$ cat config.mk
export PLATFORM = sky130hd
export DESIGN_NAME = dot_product_sequencer
export DESIGN_NICKNAME = d
export VERILOG_FILES = /design/src/rtl/nn_pkg.sv /design/src/rtl/dot_product_sequencer.sv
export SDC_FILE = /design/constraint.sdc
export NUM_CORES = 1
export LEC_CHECK = 0
export ABC_AREA = 1
export CORE_ASPECT_RATIO = 0.5
export CORE_MARGIN = 2
export CORE_UTILIZATION = 44
export CTS_CLUSTER_DIAMETER = 30
export DETAILED_ROUTE_END_ITERATION = 7
export GPL_TIMING_DRIVEN = 0
export PLACE_DENSITY = 0.81
export REMOVE_ABC_BUFFERS = 1
export SLEW_MARGIN = 5
export SYNTH_ARGS = -nofsm -noshare
export SYNTH_HDL_FRONTEND = slang
export SYNTH_SLANG_ARGS = --single-unit
export TNS_END_PERCENT = 50
$ cat constraint.sdc
create_clock -name clk -period 3.9 [get_ports clk]
set_input_delay 0.78 -clock clk [delete_from_list [all_inputs] [get_ports clk]]
set_output_delay 0.78 -clock clk [all_outputs]
set_load 0.005 [all_outputs]
$ cat src/rtl/nn_pkg.sv
// nn_pkg: ALU op codes and sequencer FSM state type shared by the NN datapath blocks
package nn_pkg;
  typedef enum logic [2:0] {
    ALU_ADD  = 3'b000,
    ALU_MUL  = 3'b001,
    ALU_SNN  = 3'b010,
    ALU_PASS = 3'b111
  } alu_op_e;
  typedef enum logic [2:0] {
    S_IDLE  = 3'd0,
    S_FETCH = 3'd1,
    S_MUL   = 3'd2,
    S_ACC   = 3'd3,
    S_ACT   = 3'd4,
    S_DONE  = 3'd5
  } state_e;
endpackage

$ cat src/rtl/dot_product_sequencer.sv
// dot_product_sequencer: drives an external ALU through fetch/multiply/accumulate per element, then a step activation
module dot_product_sequencer
  import nn_pkg::*;
#(
  parameter int NBITS  = 32,
  parameter int ADDR_W = 4
) (
  input  logic              clk,
  input  logic              reset,
  input  logic              start,
  input  logic [ADDR_W:0]   len,
  output logic              rd_en,
  output logic [ADDR_W-1:0] rd_addr,
  input  logic [NBITS-1:0]  w_data,
  input  logic [NBITS-1:0]  x_data,
  output logic [2:0]        alu_ctrl,
  output logic [NBITS-1:0]  alu_src_a,
  output logic [NBITS-1:0]  alu_src_b,
  input  logic [NBITS-1:0]  alu_result,
  output logic              busy,
  output logic              done,
  output logic [NBITS-1:0]  result,
  output logic              fire
);
  localparam logic [ADDR_W:0] NMAX = (ADDR_W+1)'(2**ADDR_W);
  state_e            state, state_n;
  logic [ADDR_W-1:0] idx;
  logic [ADDR_W:0]   eff_len;
  logic [NBITS-1:0]  acc, prod;
  logic              last;
  assign last = {1'b0, idx} == eff_len - 1'b1;
  always_ff @(posedge clk or posedge reset)
    if (reset) state <= S_IDLE;
    else       state <= state_n;
  always_comb begin
    state_n = state;
    case (state)
      S_IDLE:  state_n = start ? (len == '0 ? S_DONE : S_FETCH) : S_IDLE;
      S_FETCH: state_n = S_MUL;
      S_MUL:   state_n = S_ACC;
      S_ACC:   state_n = last ? S_ACT : S_FETCH;
      S_ACT:   state_n = S_DONE;
      default: state_n = S_IDLE;
    endcase
  end
  always_comb begin
    busy      = state != S_IDLE;
    done      = state == S_DONE;
    rd_en     = state == S_FETCH;
    rd_addr   = idx;
    alu_ctrl  = state == S_MUL ? ALU_MUL : state == S_ACC ? ALU_ADD : state == S_ACT ? ALU_SNN : ALU_PASS;
    alu_src_a = state == S_MUL ? w_data : (state == S_ACC || state == S_ACT) ? acc : '0;
    alu_src_b = state == S_MUL ? x_data : state == S_ACC ? prod : '0;
  end
  always_ff @(posedge clk or posedge reset)
    if (reset) begin
      idx     <= '0;
      eff_len <= '0;
      acc     <= '0;
      prod    <= '0;
      result  <= '0;
      fire    <= 1'b0;
    end else begin
      case (state)
        S_IDLE:
          if (start) begin
            idx     <= '0;
            acc     <= '0;
            eff_len <= len > NMAX ? NMAX : len;
            if (len == '0) begin
              result <= '0;
              fire   <= 1'b1;
            end
          end
        S_MUL: prod <= alu_result;
        S_ACC: begin
          acc <= alu_result;
          if (!last) idx <= idx + 1'b1;
        end
        S_ACT: begin
          fire   <= alu_result[0];
          result <= acc;
        end
        default: ;
      endcase
    end
endmodule

# After elaboration in Yosys (flattened, before gate mapping)
# Cells that the tools add are included.
[word_totals]
ff_bits = 109
input_bits = 104
output_inout_bits = 107
word_cells = 52
[op_classes]
add_sub_neg = 2
order_cmp = 1
n_eq_ne = 9
mux = 23
reduce_logical = 10
[ops]
columns = ["op", "n"]
rows = [
  ["32-bit 2-to-1 mux", 7],
  ["32-bit case mux with 2 select lines", 2],
  ["3-bit 2-to-1 mux", 6],
  ["3-bit case mux with 5 select lines", 1],
  ["4-bit 2-to-1 mux", 2],
  ["4-bit case mux with 2 select lines", 1],
  ["3-bit by 2-bit equality test with 1-bit output, second input constant", 2],
  ["3-bit equality test, second input constant", 2],
  ["2-bit != test, second input constant", 3],
  ["3-bit AND reduction", 2],
  ["4-bit by 5-bit equality test with 1-bit output", 1],
  ["5-bit greater-than comparator, second input constant", 1],
  ["5-bit zero test", 1],
  ["5-bit 2-to-1 mux", 1],
  ["5-bit by 1-bit subtractor with 5-bit output, second input constant", 1],
  ["4-bit by 1-bit adder with 4-bit output, second input constant", 1],
  ["2-bit AND reduction", 2],
  ["2-bit nonzero test", 2],
  ["3-bit by 1-bit equality test with 1-bit output, second input constant", 1],
  ["3-bit zero test", 1],
  ["3-bit nonzero test", 1],
  ["1-bit 2-to-1 mux", 2],
  ["1-bit case mux with 2 select lines", 1],
  ["1-bit logical OR", 1],
]

# Longest topological paths before layout
[logic_depth]
ltp_word = 4
mapped_depth = 12
depth_no_buf = 12

# Least setup slack after synthesis
# No wires, ideal clock.
[synth_path]
path_kind = "flip-flop to output port"
from = "register state[2]"
to = "output port alu_src_a[22]"
arrival_ns = 1.217
required_ns = 3.120
setup_slack_ns = 1.903
path_stages_with_launch = 9
path_buffers = 1
path_cell_list = "dfrtp_1 inv_4 nand2_4 nor2_8 inv_4 nand2_2 inv_2 buf_6 o21ai_2"
[synth_between]
elab_chain_cells = 4
elab_cells_between_ends = 6
cone_classes = "eq/ne (3); mux (2); reduce/logical (1)"
[synth_lines]
columns = ["item", "line_no", "source"]
rows = [
  ["start, declared", "dot_product_sequencer.sv:26", "state_e state, state_n;"],
  ["start signal, assigned", "dot_product_sequencer.sv:34", "else state <= state_n;"],
  ["3-bit by 2-bit equality test with 1-bit output or 3-bit equality test (tied branches)", "dot_product_sequencer.sv:52", "alu_src_a = state == S_MUL ? w_data : (state == S_ACC || state == S_ACT) ? acc : '0;"],
  ["1-bit logical OR", "dot_product_sequencer.sv:52", ""],
  ["32-bit 2-to-1 mux", "dot_product_sequencer.sv:52", ""],
  ["32-bit 2-to-1 mux *", "dot_product_sequencer.sv:52", ""],
  ["end, declared", "dot_product_sequencer.sv:17", "output logic [NBITS-1:0] alu_src_a,"],
]
# Every way passes the cells marked *; elsewhere a longest branch is shown, timed or not.

# Worst setup path after layout
[layout_path]
from = "register state[2]"
to = "output port alu_src_a[31]"
# The elaborated chain is that of the path after synthesis.

==> results by stage <==
Yosys:
- Of the total synthesized cell area, the portion taken by XOR and XNOR cells is 0.3251%.
- The synthesized netlist devotes 0.4644% of its cell area to adder and majority cells.
- The area share of the largest cell type after synthesis is 50.62%.
- The number of enable-type register cells in the synthesized netlist is 0.
- The post-synthesis async set-or-reset flop share is 100.0%.
- The count of yosys warnings during synthesis is 0.
- The mapped netlist covers 5389 um2.
- The commonest cells after synthesis are nand2_1 (231), dfrtp_1 (109), inv_1 (81).
- Counting distinct cell types in the post-synthesis netlist gives 28.
- After Yosys synthesis, and, or, nand and nor cells account for 23.40% of the synthesized area.
- Sorting the synthesized cells by area gives the leading types as dfrtp_1 (51%), nand2_1 (16%), inv_1 (5.6%).
- After technology mapping, the gate count stands at 666.
- The dominant synthesized flop cell is dfrtp_1.
- The sequential fraction of the synthesis area is 50.62%.
- Of all cell types, the one taking the most synthesized area is dfrtp_1.
- After synthesis, the share of cell area in mux cells is 0%.
- The synthesized-area fraction occupied by ao, oa, aoi and oai cells is 14.72%.
- The synthesized design contains 109 register bits.
- The average instance area after synthesis is 8.091 um2.
- The main combinational cell family by area after synthesis is simple AND/OR/NAND/NOR gates.
- Yosys instantiated no cell more often than nand2_1.

Final layout:
- For this run, the number of standard cells in the final layout without fillers is 1026.
- The repair_antennas step left the layout with diodes totalling 0.
- The multi-input gate area in the final layout is 2120 um2.
- The area taken by flip-flops and latches is 2728 um2.
- Counting the fill cells in the layout gives 974.
- In the final design database the tool counted 963 nets.
- Of the cells placed in the final design, the portion with a size suffix greater than 1 is 8.130%.
- The area growth from synthesis to layout is 45.95%.

Clocking:
- The maximum clock insertion buffer count is 2.
- Clock tree synthesis found a total of 109 sinks.
- TritonCTS built the clock tree.
- TritonCTS created 9 clock buffers.
- The source-to-sink clock delay at the later pin of the worst-skew pair is 0.34 ns.
- The post-CTS repair timing setup buffer count is 0.
- The H-tree was split into 3 levels.
- The count of hold buffers inserted by post-cts repair is 0.
- The buffer cell driving the clock tree root is clkbuf_16.
- The clock edge transition at the registers on the reported setup and hold paths is 0.07 ns.

Pwr:
- The worst-case IR drop observed on VDD is 0.3427 mV.
- The total power per unit cell area is 762.2 nW/um2.
- The leakage power summed over all cells is 0.003528 uW.

Floorplanning:
- The initial utilization of the core area, before any placement, comes to 45.38%.
- The core box area is 11880 um2.
- The die span in y is 82.26 um.
- The width of the chip is 160.5 um.
- The die covers 13200 um2.
- The standard-cell row count is 28.
- The number of primary I/O pins is 211.

Run:
- The number of max-capacitance violations reported is 0.

Setup path:
- At the worst endpoint, the arrival time is 2.93 ns.
- At the worst endpoint, the required time is 3.12 ns.
- The kind of capture point of the worst setup path is a primary output.
- Along the worst path, the maximum fanout reaches 36.
- The worst setup path is launched from a flop.
- The critical path is of the reg2out type.

Route:
- After detailed routing, the number of remaining DRC violations is 0.
- The detailed-route vias per instance is 4.971.
- Wires add up to 16.14 mm.
- For this run, the detailed router's first-pass iteration total came to 4.
- The remaining antenna violation count is 0.
- The detailed router finished its first iteration with 292 violations.
- The final route contains 5100 vias.
- The routed design uses 685 um of met3 wire.
- The routed length on met2 is 8.351 mm.
- The routed length per instance is 15.73 um.
- The routed metal-1 wirelength is 6.784 mm.
- After detailed routing, no signal wire sits above met4.

Worst hold path:
- In this run the worst hold path is classified as reg2reg.

Placed design:
- The worst setup slack after placement is 0.2552 ns.
- The final weighted congestion in routability-driven placement is 0.7794.
- Input and output buffers added on the ports amount to 210.
- The detailed placement HPWL is 10.61 mm.
- The cell count after placement is 1009.

Status:
- The flow ran to the end, and the final reports show no timing, DRC or antenna violations.

Timing:
- Summed over all failing endpoints, the final setup total negative slack is 0 ns.
- The headroom to the max-slew limit is 28.44%.
- Setup violations remaining at the end of the flow were counted as 0.
- The slew at the pin with the worst max-slew slack is 1.071 ns.
- Derived from the worst setup path, the maximum achievable clock frequency is 269.9 MHz.
- For the final database, setup skew stands at 0.008620 ns.
- The count of pins over their slew limit is 0.
- Once routing completed, OpenROAD measured the worst setup slack at 0.1948 ns.
- The final period demand of the worst path is 3.705 ns.
- The number of hold violations in the final report is 0.
- The final cycle utilization of the critical path is 95.00%.
- Setup repair after global routing left no endpoint under its margin.

Global routing:
- Entering global routing, the biggest net connects 57 pins.
- After global routing the overflow that remains totals 0.
- The initial antenna violation count was 0.
- The first global-routing pass estimated 24.87 mm of wire.
- The number of global-route vias before repair is 4796.
- The overall fraction of global-route tracks in use is 24.19%.
## per-layer routing
| layer | global-route usage [%] | vias up |
|---|---|---|
| li1 | - | 2475 |
| met1 | 29.85 | 2472 |
| met2 | 43.71 | 124 |
| met3 | 4.945 | 29 |
| met4 | 7.928 | 0 |
| met5 | 0 | - |
## cells in the final DEF, fill, tap and decap left out, types with 3 or more instances in the layout
cell and count:
o21ai_1 48, nor2_1 9, nor2_4 3, inv_4 4, inv_1 80, o21ai_2 31, dfrtp_1 109, nor2_2 3
nand3_1 41, nand2_1 231, o21ai_0 51, nand4_1 3, clkdlybuf4s50_1 210, clkbuf_16 9
## worst max-delay path: stages, from the launching register on
cell and delay, ns:
dfrtp_1 0.45, inv_4 0.17, nand2_4 0.14, nor2_8 0.37
inv_4 0.27, nand2_2 0.18, inv_4 0.21, o21ai_0 0.23
clkdlybuf4s50_1 0.53
## report_power, final
group | leakage (uW) | internal (uW) | switching (uW)
clock | 0.000149 | 532 | 403
sequential | 0.00132 | 1650 | 253
combinational | 0.00206 | 1500 | 1660
## layout make-up
type                       count  area share (%)
inverter                      87           4.343
clock inverter                 3          0.5568
clock buffer                  12           3.261
timing repair buffer         213           27.59
tap                          165           2.625
multi-input combinational    437           26.95
sequential                   109           34.68
## registers in the layout, summed over array words and instances (netlist names)
name / cells
result: 32
fire: 1
state: 3
rd_addr: 4
eff_len: 5
prod: 32
acc: 32
## kinds of logic (layout without fill, tap and decap cells)
family / after synthesis / after routing
DFF: 109 / 109
AOI/OAI and AO/OA: 134 / 134
and+or+nand+nor: 297 / 299
buffers and inverters: 122 / 315
adders and majority gates: 2 / 2
xor gates and xnor gates: 2 / 2
## through the flow
step	area (um2)	hold slack, ns	utilization [%]	power (uW)
6_report	7865	0.4749	66.22	5995
5_1_grt	7865	0.4920	66.22	6422
4_1_cts	7865	0.4790	66.22	6031
3_5_place_dp	7540	0.4603	63.49	5030
3_3_place_gp	7467	0.4548	62.87	4905
2_1_floorplan	5159	0.4491	-	3356
## final timing paths
kind	from	endpoint	slack, ns	depth (start not counted)
worst max register to register	state[2]	rd_addr[1]	1.58	8
worst max-delay path	state[2]	alu_src_a[31]	0.19	8
worst min register to register	acc[16]	result[16]	0.47	2
min in group asynchronous	reset	prod[6]	0.86	2
max in group asynchronous	reset	prod[14]	2.40	3
worst min-delay path	acc[16]	result[16]	0.47	2
## what timing repair did
item	4_1_cts	5_1_grt
pin swaps	2	1
gates resized for setup	1	0
setup endpoints to repair	32	1
cloned	2	0
Power figures use the tool's default switching activity.
